===== src/rtl/bg_select_ctrl.sv =====
// ============================================================================
// bg_select_ctrl : background index selector, changes applied at frame start
// Rev 1.0 - initial release
// ============================================================================
`default_nettype none

module bg_select_ctrl #(
   parameter int NUM_BG      = 8,
   parameter int AUTO_FRAMES = 120,
   parameter int RESET_BG    = 0
) (
   input  logic       clk,
   input  logic       rst_n,
   input  logic       frame_start_i,
   input  logic       next_req_i,
   input  logic       prev_req_i,
   input  logic       set_valid_i,
   input  logic [2:0] set_bg_i,
   output logic       set_ready_o,
   input  logic       auto_en_i,
   output logic [2:0] bg_o,
   output logic       bg_update_o,
   output logic       pending_o
);

   localparam logic [1:0]  c_ST_IDLE   = 2'd0;
   localparam logic [1:0]  c_ST_STEP   = 2'd1;
   localparam logic [1:0]  c_ST_SET    = 2'd2;
   localparam logic [2:0]  c_LAST_BG   = 3'(NUM_BG - 1);
   localparam logic [2:0]  c_RESET_BG  = 3'(RESET_BG);
   localparam logic [3:0]  c_NUM_BG    = 4'(NUM_BG);
   localparam logic [11:0] c_AUTO_LAST = 12'(AUTO_FRAMES - 1);

   logic [1:0]  state_q,   state_d;
   logic        step_dn_q, step_dn_d;
   logic [2:0]  target_q,  target_d;
   logic [2:0]  bg_q,      bg_d;
   logic        upd_q,     upd_d;
   logic [11:0] cnt_q,     cnt_d;

   logic [2:0]  w_bg_inc;
   logic [2:0]  w_bg_dec;
   logic        w_apply;
   logic        w_auto_fire;
   logic        w_set_acc;

   assign w_bg_inc    = (bg_q == c_LAST_BG) ? 3'd0 : bg_q + 3'd1;
   assign w_bg_dec    = (bg_q == 3'd0) ? c_LAST_BG : bg_q - 3'd1;
   assign w_apply     = frame_start_i && (state_q != c_ST_IDLE);
   assign w_auto_fire = auto_en_i && frame_start_i && (state_q == c_ST_IDLE)
                        && (cnt_q == c_AUTO_LAST);
   assign w_set_acc   = set_valid_i && set_ready_o;

   always_ff @(posedge clk) begin
      if (!rst_n) begin
         state_q   <= c_ST_IDLE;
         step_dn_q <= 1'b0;
         target_q  <= 3'd0;
         bg_q      <= c_RESET_BG;
         upd_q     <= 1'b0;
         cnt_q     <= 12'd0;
      end else begin
         state_q   <= state_d;
         step_dn_q <= step_dn_d;
         target_q  <= target_d;
         bg_q      <= bg_d;
         upd_q     <= upd_d;
         cnt_q     <= cnt_d;
      end
   end

   always_comb begin
      state_d   = state_q;
      step_dn_d = step_dn_q;
      target_d  = target_q;
      bg_d      = bg_q;
      cnt_d     = cnt_q;

      // Apply the queued request first; a capture below may re-queue for next frame
      if (w_apply) begin
         state_d = c_ST_IDLE;
         if (state_q == c_ST_SET) begin
            bg_d = target_q;
         end else begin
            bg_d = step_dn_q ? w_bg_dec : w_bg_inc;
         end
      end else if (w_auto_fire) begin
         bg_d = w_bg_inc;
      end

      if (!auto_en_i || w_apply || w_auto_fire) begin
         cnt_d = 12'd0;
      end else if (frame_start_i) begin
         cnt_d = cnt_q + 12'd1;
      end

      if (w_set_acc) begin
         if ({1'b0, set_bg_i} < c_NUM_BG) begin
            state_d  = c_ST_SET;
            target_d = set_bg_i;
         end
      end else if ((next_req_i ^ prev_req_i) && (state_q != c_ST_SET)) begin
         state_d   = c_ST_STEP;
         step_dn_d = prev_req_i;
      end

      upd_d = (bg_d != bg_q);
   end

   always_comb begin
      set_ready_o = (state_q != c_ST_SET);
      pending_o   = (state_q != c_ST_IDLE);
      bg_o        = bg_q;
      bg_update_o = upd_q;
   end

endmodule

`default_nettype wire


===== config.mk =====
export PLATFORM = sky130hd
export DESIGN_NAME = bg_select_ctrl
export DESIGN_NICKNAME = d
export VERILOG_FILES = /design/src/rtl/bg_select_ctrl.sv
export SDC_FILE = /design/constraint.sdc
export NUM_CORES = 1
export LEC_CHECK = 0
export BUFFER_PORTS_ARGS = -buffer_cell sky130_fd_sc_hd__buf_2
export CAP_MARGIN = 15
export CORE_MARGIN = 2
export CORE_UTILIZATION = 60
export DETAILED_ROUTE_END_ITERATION = 12
export PLACE_DENSITY = 0.86
export SYNTH_ARGS = -nofsm -noshare
export SYNTH_HDL_FRONTEND = slang
export SYNTH_SLANG_ARGS = --single-unit

===== constraint.sdc =====
create_clock -name clk -period 2.8 [get_ports clk]
set_input_delay 0.56 -clock clk [delete_from_list [all_inputs] [get_ports clk]]
set_output_delay 0.56 -clock clk [all_outputs]
set_load 0.05 [all_outputs]

==> results of run 1 <==
sequential cells by signal (all words and copies together), names as in the netlist:
signal and flops:
bg_o 3, bg_update_o 1, cnt_q 12, state_q 2, step_dn_q 1, target_q 3
power groups by stage:
stage	sequential [mW]	combinational (mW)	clock, mW
final	0.337	0.129	0.178
after detailed placement	0.344	0.129	0
after global routing	0.340	0.144	0.193
after floorplan	0.352	0.0908	0
after global placement	0.343	0.125	0
after CTS	0.337	0.129	0.183
per-stage QoR:
stage / area, um^2 / util [%] / setup slack, ns
floorplan: 1265 / - / 0.5681
global placement: 1350 / 68.12 / 0.8785
detailed placement: 1350 / 68.12 / 0.7354
CTS: 1386 / 69.95 / 0.5602
global route: 1386 / 69.95 / 0.3839
finish: 1386 / 69.95 / 0.5348
metal layers:
layer	vias up	track usage, %	wire [um]
li1	558	-	-
met1	533	30.19	1159
met2	30	42.00	1231
met3	5	3.636	142
met4	0	8.333	35
met5	-	0	0
kinds of logic (layout without fill, tap and decap cells):
kind of cell | after synthesis | count (layout) | share of synthesized area, %
simple gates | 64 | 64 | 27.10
compound gates | 28 | 28 | 15.53
flops | 22 | 22 | 34.82
xor+xnor | 13 | 13 | 9.001
buf+inv | 13 | 27 | 4.253
fa+ha+maj | 5 | 5 | 4.946
mux | 5 | 5 | 4.352
area by class of cell:
type	count	area, um^2
timing repair buffer	15	75.07
tap	27	33.78
clock buffer	4	36.28
multi-input combinational	115	770.7
inverter	8	30.03
fill	165	595.6
sequential	22	440.4
path summary, 6_finish.rpt:
kind | from | end | slack, ns
setup reg to reg | bg_o[0] | bg_update_o | 0.68
hold reg to reg | target_q[2] | target_q[2] | 0.51
setup / recovery | state_q[1] | set_ready_o | 0.53
hold / removal | set_bg_i[2] | target_q[2] | 0.50
worst max-delay path, delay by kind of cell (launching register included):
| kind | cells | cell delay [ns] |
|---|---|---|
| flops | 1 | 0.42 |
| simple gates | 1 | 0.53 |
| buf+inv | 2 | 0.43 |
cells in the final DEF (no fill, tap or decap), types with 3 or more instances in the layout:
master / instances
sky130_fd_sc_hd__clkbuf_4: 3
sky130_fd_sc_hd__nor2b_1: 3
sky130_fd_sc_hd__inv_1: 7
sky130_fd_sc_hd__nand2b_1: 3
sky130_fd_sc_hd__nand4_1: 6
sky130_fd_sc_hd__and3_1: 3
sky130_fd_sc_hd__a21oi_1: 6
sky130_fd_sc_hd__a221oi_1: 3
sky130_fd_sc_hd__dfxtp_1: 22
sky130_fd_sc_hd__nand3_1: 4
sky130_fd_sc_hd__mux2i_1: 4
sky130_fd_sc_hd__buf_2: 15
sky130_fd_sc_hd__o21ai_0: 4
sky130_fd_sc_hd__nand2_1: 14
sky130_fd_sc_hd__ha_1: 5
sky130_fd_sc_hd__a21boi_0: 3
sky130_fd_sc_hd__xor2_1: 11
sky130_fd_sc_hd__nor2_1: 21
synth_stat cells (2+ instances only):
cell                        n
sky130_fd_sc_hd__mux2i_1    4
sky130_fd_sc_hd__xor2_1    11
sky130_fd_sc_hd__and3_1     3
sky130_fd_sc_hd__a221oi_1   3
sky130_fd_sc_hd__dfxtp_1   22
sky130_fd_sc_hd__a211oi_1   2
sky130_fd_sc_hd__nor2b_1    3
sky130_fd_sc_hd__xnor2_1    2
sky130_fd_sc_hd__a31oi_1    2
sky130_fd_sc_hd__nand2_1   14
sky130_fd_sc_hd__o21ai_0    4
sky130_fd_sc_hd__buf_2      4
sky130_fd_sc_hd__nand3_1    4
sky130_fd_sc_hd__nand4_1    6
sky130_fd_sc_hd__a21oi_1    6
sky130_fd_sc_hd__ha_1       5
sky130_fd_sc_hd__nor2_1    21
sky130_fd_sc_hd__inv_1      7
sky130_fd_sc_hd__nand2b_1   3
sky130_fd_sc_hd__nor3_1     2
sky130_fd_sc_hd__a21boi_0   3
==> impl_results.rst, run 1 <==
.. list-table::
   :header-rows: 1

   * - Metric
     - Value
   * - Number of hold buffers added after CTS
     - 0
   * - Max capacitance violation total
     - 0
   * - Largest fanout on the critical path
     - 9
   * - Overall routed net length
     - 2569 um
   * - Final cycle utilization of the critical path
     - 80.90%
   * - Synth Cell Area
     - 1265 um^2
   * - Overall die width
     - 49.92 um
   * - Total global routing track utilization
     - 24.17%
   * - Maximum number of pins on one net before global-route repair
     - 13
   * - Worst Hold Path Cells
     - 3
   * - Share of cells above drive strength 1
     - between 10% and 20%
   * - Synth Instances
     - 150
   * - Clock-pin slew on the worst setup and hold paths
     - 0.12 ns
   * - Net Sw Power
     - about 200 uW
   * - Number of enable flip-flop cells after synthesis
     - 0
   * - Type of origin of the critical path
     - register
   * - Setup repair after global routing missed its margin
     - no
   * - FMAX
     - approximately 440 MHz
   * - Number of antenna violations at the first check in global routing
     - 0
   * - Clock tree from TritonCTS
     - yes
   * - Relative contribution of the clock network to total power
     - 27.6%
   * - Deepest clock path buffer count
     - 2
   * - Post-synthesis net count
     - 165
   * - Proportion of register bits with asynchronous set or reset after synthesis
     - 0%
   * - Maximum vdd drop
     - between 0.3 and 0.4 mV
   * - Number of hold violations in the final report
     - 0
   * - Count of yosys warnings during synthesis
     - 0
   * - Routed length per placed instance
     - 13.45 um
   * - Row count
     - 16
   * - Data required time of the worst path
     - 2.24 ns
   * - DRC marker count from the first detailed-route iteration
     - 27
   * - Post-Layout Cell Count
     - about 190
   * - Total design power
     - 644.7 uW
   * - N_diodes
     - 0
   * - Wire length of the first global-routing pass
     - 4636 um
   * - Standby leakage power
     - 0.5731 nW
   * - Hold Slack
     - 0.4959 ns
   * - Cells taking the most area after synthesis
     - sky130_fd_sc_hd__dfxtp_1, sky130_fd_sc_hd__xor2_1, sky130_fd_sc_hd__nor2_1
   * - Area of the die
     - 2492 um^2
   * - Number of top-level design ports
     - 16
   * - Most frequently used flop master after synthesis
     - sky130_fd_sc_hd__dfxtp_1
   * - Number of flip-flops and latches in the synthesized netlist
     - 22
   * - Insertion delay to the later sink of the worst-skew pair
     - about 0.31 ns
   * - Sequential share of power
     - 52.4%
   * - Share of total power consumed by net switching
     - 30.47%
   * - Net count of the finished layout
     - 180
   * - PwrDens
     - approximately 470 nW/um^2
   * - CTS resizes
     - 0
   * - Mean instance size in the synthesized netlist
     - 8.433 um^2
   * - DRC violations left
     - 0
   * - Detailed Place HPWL
     - 1993 um
   * - Slowest cell on the critical path
     - sky130_fd_sc_hd__nor2b_1
   * - Number of buffer cells added on primary ports
     - 15
   * - Number of setup buffers added after CTS
     - 0
   * - Starting density of the core
     - 63.83%
   * - Number of levels the H-tree was split into
     - 1
   * - Via count of the first global-routing pass
     - 1061
   * - Max-slew violation total from the final report
     - 0
   * - P_int
     - 448.3 uW
   * - Outcome
     - finished clean
   * - Vias per std cell
     - slightly below 6
   * - Fin Clk Skew
     - 0.003551 ns
   * - Data arrival, critical path
     - approximately 1.7 ns
   * - Total clock sinks
     - 22
   * - Sum of negative setup slack
     - 0 ns
   * - Sequential fraction of the synthesis area
     - 34.82%
   * - Path category of the worst min-delay check
     - in2reg
   * - Remaining Overflow, GRT
     - 0
   * - Root buffer cell
     - sky130_fd_sc_hd__clkbuf_4
   * - Shortest clock period the worst path allows after layout
     - 2.265 ns
   * - Critical path endpoint category
     - output pin
   * - Number of vias after detailed routing
     - 1126
   * - Core ar.
     - between 1500 and 2000 um^2
   * - Area delta synth->final
     - 9.595%
   * - Number of buffers added by the clock tree synthesis step
     - 3
   * - Setup violation total in the final timing report
     - 0
   * - Die Y
     - approximately 50 um
   * - Category of the most critical setup path
     - reg2out
   * - Post-detailed-route count of antenna-violating nets
     - 0
   * - Combinational share of power
     - 20.0%
   * - Ordered cell list for the critical path
     - nor2b_1 > inv_2 > buf_2
   * - Count of unique library cells instantiated by Yosys
     - 40
   * - Largest stage delay on the critical path
     - 0.53 ns
   * - Cell depth of the worst flop-to-flop path
     - 7
   * - 1st-pass router iterations
     - 4
   * - Final estimated routing congestion in global placement
     - 0.8984
   * - Cell taking the most area after synthesis
     - sky130_fd_sc_hd__dfxtp_1
   * - Worst Tran Pin Value
     - slightly above 0.6 ns
   * - Top-area cell type share of the netlist area
     - 34.82%
   * - Count of placed standard cells including taps
     - 187
   * - Worst-case headroom to the max-slew limit
     - between 50% and 60%
(Power assumes the default switching activity.)
==> run 2: changes to the inputs <==
--- a/config.mk
+++ b/config.mk
@@ -5,12 +5,13 @@
 export SDC_FILE = /design/constraint.sdc
 export NUM_CORES = 1
 export LEC_CHECK = 0
+export ABC_AREA = 1
 export BUFFER_PORTS_ARGS = -buffer_cell sky130_fd_sc_hd__buf_2
 export CAP_MARGIN = 15
 export CORE_MARGIN = 2
-export CORE_UTILIZATION = 60
+export CORE_UTILIZATION = 56
 export DETAILED_ROUTE_END_ITERATION = 12
-export PLACE_DENSITY = 0.86
+export PLACE_DENSITY = 0.82
 export SYNTH_ARGS = -nofsm -noshare
 export SYNTH_HDL_FRONTEND = slang
 export SYNTH_SLANG_ARGS = --single-unit
==> constraint.sdc (replaced) <==
create_clock -name clk -period 2.35 [get_ports clk]
set_input_delay 0.47 -clock clk [delete_from_list [all_inputs] [get_ports clk]]
set_output_delay 0.47 -clock clk [all_outputs]
set_load 0.05 [all_outputs]
==> run 2 against run 1 <==
Effect of this change:
- synthesized cell count grew 15%
- non-clock buffer count is the same
- synthesized area down 0.49%
- clock skew decreased by 0.00098 ns
- critical endpoint is now bg_update_o
- power is 33% higher
- combinational power increased by 30%
- clock power up 64%
- global-route usage is 1.7 points lower
==> impl_results.rst, run 2 <==
.. list-table::
   :header-rows: 1

   * - Metric
     - Value
   * - Setup repair after global routing missed its margin
     - no
   * - Fill count
     - 208 (+26%)
   * - Starting density of the core
     - 58.02% (-5.8 points)
   * - Max-slew violation total from the final report
     - 0 (unchanged)
   * - Routed length per placed instance
     - 11.37 um (-15%)
   * - Maximum vdd drop
     - 0.5492 mV (+58%)
   * - Number of antenna violations at the first check in global routing
     - 0 (unchanged)
   * - Outcome
     - finished clean
   * - Number of hold buffers added after CTS
     - 0 (unchanged)
   * - Largest register FFs
     - 12 (unchanged)
   * - Clock-pin slew on the worst setup and hold paths
     - 0.13 ns (about the same)
   * - Data required time of the worst path
     - 2.58 ns (+0.34 ns)
   * - Synth Cell Area
     - 1259 um^2 (-0.49%)
   * - CTS resizes
     - 0 (unchanged)
   * - Post-synthesis net count
     - 188 (+14%)
   * - Synth Instances
     - 173 (+15%)
   * - Count of yosys warnings during synthesis
     - 0 (unchanged)
   * - Total global routing track utilization
     - 22.47% (-1.7 points)
   * - Detailed Place HPWL
     - 2009 um (+0.80%)
   * - Cells taking the most area after synthesis
     - sky130_fd_sc_hd__dfxtp_1, sky130_fd_sc_hd__nand2_1, sky130_fd_sc_hd__a21oi_1
   * - Area delta synth->final
     - 12.03%
   * - Maximum number of pins on one net before global-route repair
     - 14 (+1)
   * - Cell types with the highest counts after synthesis
     - sky130_fd_sc_hd__nand2_1, sky130_fd_sc_hd__dfxtp_1, sky130_fd_sc_hd__nor2_1
   * - Number of flip-flops and latches in the synthesized netlist
     - 22 (unchanged)
   * - Shortest clock period the worst path allows after layout
     - around 1.8 ns
   * - Mean instance size in the synthesized netlist
     - 7.276 um^2 (-14%)
   * - Type of origin of the critical path
     - register
   * - Final cycle utilization of the critical path
     - 76.36%
   * - Sequential fraction of the synthesis area
     - 34.99% (+0.17 points)
   * - Cell taking the most area after synthesis
     - sky130_fd_sc_hd__dfxtp_1
   * - Number of setup buffers added after CTS
     - 0 (unchanged)
   * - Sum of negative setup slack
     - 0 ns (unchanged)
   * - Via count of the first global-routing pass
     - 1066 (+0.47%)
   * - Most used standard cell by instance count after synthesis
     - sky130_fd_sc_hd__nand2_1
   * - Row count
     - 17 (+1)
   * - Worst Tran Pin Value
     - 0.4695 ns (-0.1355 ns)
   * - Most frequent cells in the layout
     - sky130_fd_sc_hd__nand2_1, sky130_fd_sc_hd__dfxtp_1, sky130_fd_sc_hd__nor2_1
   * - Insertion delay to the later sink of the worst-skew pair
     - 0.31 ns (about the same)
   * - Number of hold violations in the final report
     - 0 (unchanged)
   * - Final Core Density
     - 64.99% (-5.0 points)
   * - Area of the die
     - 2643 um^2 (+6.1%)
   * - Proportion of register bits with asynchronous set or reset after synthesis
     - 0% (unchanged)
   * - Number of buffer cells added on primary ports
     - 15 (unchanged)
   * - FMAX
     - 557.3 MHz
   * - Number of vias after detailed routing
     - 1176 (+4.4%)
   * - Hold Slack
     - 0.4041 ns (-0.09177 ns)
   * - Max capacitance violation total
     - 0 (unchanged)
   * - Path category of the worst min-delay check
     - in2reg
   * - Share of cells above drive strength 1
     - 20.42% (+5.2 points)
   * - Net count of the finished layout
     - 207 (+15%)
   * - Die Y
     - 51.41 um (+3.0%)
   * - Number of top-level design ports
     - 16 (unchanged)
   * - Leading cell type in the layout, fill and taps excluded
     - sky130_fd_sc_hd__nand2_1
   * - Clock tree from TritonCTS
     - yes
   * - Core ar.
     - 2170 um^2 (+9.5%)
   * - Final estimated routing congestion in global placement
     - 0.8727 (-2.9%)
   * - Vias per std cell
     - 5.370 (-8.9%)
   * - Post-Layout Cell Count
     - 219 (+15%)
   * - 1st-pass router iterations
     - 4 (unchanged)
   * - Overall die width
     - 51.41 um (+3.0%)
   * - Top-area cell type share of the netlist area
     - 34.99% (+0.17 points)
   * - Most frequently used flop master after synthesis
     - sky130_fd_sc_hd__dfxtp_1
   * - Root buffer cell
     - sky130_fd_sc_hd__clkbuf_4
   * - Setup violation total in the final timing report
     - 0 (unchanged)
   * - N_diodes
     - 0 (unchanged)
   * - Standby leakage power
     - 0.6636 nW (+16%)
   * - Largest fanout on the critical path
     - 6 (-3)
   * - DRC marker count from the first detailed-route iteration
     - 25 (-7.4%)
   * - Category of the most critical setup path
     - reg2reg
   * - Worst-case headroom to the max-slew limit
     - 68.46% (+8.9 points)
   * - Data arrival, critical path
     - 2.02 ns (+0.31 ns)
   * - Count of unique library cells instantiated by Yosys
     - 31 (-23%)
   * - Remaining Overflow, GRT
     - 0 (unchanged)
   * - PwrDens
     - 609.3 nW/um^2 (+31%)
   * - DRC violations left
     - 0 (unchanged)
   * - Deepest clock path buffer count
     - 2 (unchanged)
   * - Number of buffers added by the clock tree synthesis step
     - 3 (unchanged)
   * - Number of enable flip-flop cells after synthesis
     - 0 (unchanged)
   * - Count of placed standard cells including taps
     - 215 (+15%)
   * - Wire length of the first global-routing pass
     - 4422 um (-4.6%)
   * - Critical path endpoint category
     - register
   * - Number of levels the H-tree was split into
     - 1 (unchanged)
   * - Fin Clk Skew
     - 0.002571 ns (-0.0009801 ns)
   * - Register ranked first by flip-flop count
     - cnt_q
   * - Overall routed net length
     - 2491 um (-3.0%)
   * - Post-detailed-route count of antenna-violating nets
     - 0 (unchanged)
   * - Total clock sinks
     - 22 (unchanged)
==> run 2: changes by cell type after synthesis, moves of 4 or more <==
cell,before,now
sky130_fd_sc_hd__a21oi_1,6,19
sky130_fd_sc_hd__buf_2,4,0
sky130_fd_sc_hd__inv_1,7,17
sky130_fd_sc_hd__mux2i_1,4,0
sky130_fd_sc_hd__nand2_1,14,31
sky130_fd_sc_hd__nand3_1,4,10
sky130_fd_sc_hd__nand3_2,0,4
sky130_fd_sc_hd__nand4_1,6,2
sky130_fd_sc_hd__o21ai_0,4,8
sky130_fd_sc_hd__xor2_1,11,1
==> run 2: kinds of logic (layout without fill, tap and decap cells) <==
family / after synthesis / after routing / share of synthesized area (%)
AND/OR/NAND/NOR: 83 / 83 / 34.99
AO/OA/AOI/OAI: 36 / 36 / 15.41
buffers and inverters: 25 / 43 / 8.251
flip-flops: 22 / 22 / 34.99
adder cells (fa/ha/maj): 5 / 5 / 4.970
XOR/XNOR: 2 / 2 / 1.392
==> run 2: critical path, cell delays in order, from the launching register on <==
cell                      delay [ns]
sky130_fd_sc_hd__dfxtp_1        0.41
sky130_fd_sc_hd__inv_1          0.13
sky130_fd_sc_hd__ha_1           0.25
sky130_fd_sc_hd__a21oi_1        0.18
sky130_fd_sc_hd__a21oi_1        0.07
sky130_fd_sc_hd__o21ai_0        0.28
sky130_fd_sc_hd__nand2_1        0.09
sky130_fd_sc_hd__nand2_1        0.06
sky130_fd_sc_hd__nand2_1        0.05
sky130_fd_sc_hd__inv_1          0.06
sky130_fd_sc_hd__nand3_2        0.05
sky130_fd_sc_hd__nand2_1        0.05
sky130_fd_sc_hd__inv_1          0.03
==> run 2: per-layer routing <==
layer	global-route usage [%]	part of all wire (%)
met1	25.32	43
met2	41.45	53
met3	3.509	3.0
met4	9.211	1.6
met5	0	0
==> run 2: path summary, 6_finish.rpt <==
kind | depth (start not counted) | endpoint | slack [ns] | startpoint
max | 12 | bg_update_o | 0.56 | bg_o[0]
min | 3 | step_dn_q | 0.40 | prev_req_i
max reg2reg | 12 | bg_update_o | 0.56 | bg_o[0]
min reg2reg | 2 | target_q[2] | 0.48 | target_q[2]
==> run 2: power breakdown <==
group          leakage, nW  total (mW)  internal [mW]  switching (mW)
combinational        0.457       0.168         0.0516           0.117
clock               0.0279       0.292          0.172           0.120
sequential           0.179       0.399          0.389          0.0101
==> run 2: final cells by class <==
cell class / count / area (um^2) / area share [%]
Multi-Input combinational cell: 126 / 714.4 / 50.67
Sequential cell: 22 / 440.4 / 31.23
Inverter: 24 / 92.59 / 6.566
Timing Repair Buffer: 15 / 75.07 / 5.324
Tap cell: 28 / 35.03 / 2.484
Clock inverter: 1 / 30.03 / 2.130
Clock buffer: 3 / 22.52 / 1.597
==> run 2: stage by stage <==
step	cell area [um^2]	worst slack (ns)	power, mW
3_5_place_dp	1358	0.6078	0.5755
5_1_grt	1410	0.3942	0.9031
3_3_place_gp	1358	0.6468	0.5694
2_1_floorplan	1259	0.3829	0.5371
6_report	1410	0.5555	0.8592
4_1_cts	1410	0.5920	0.8661
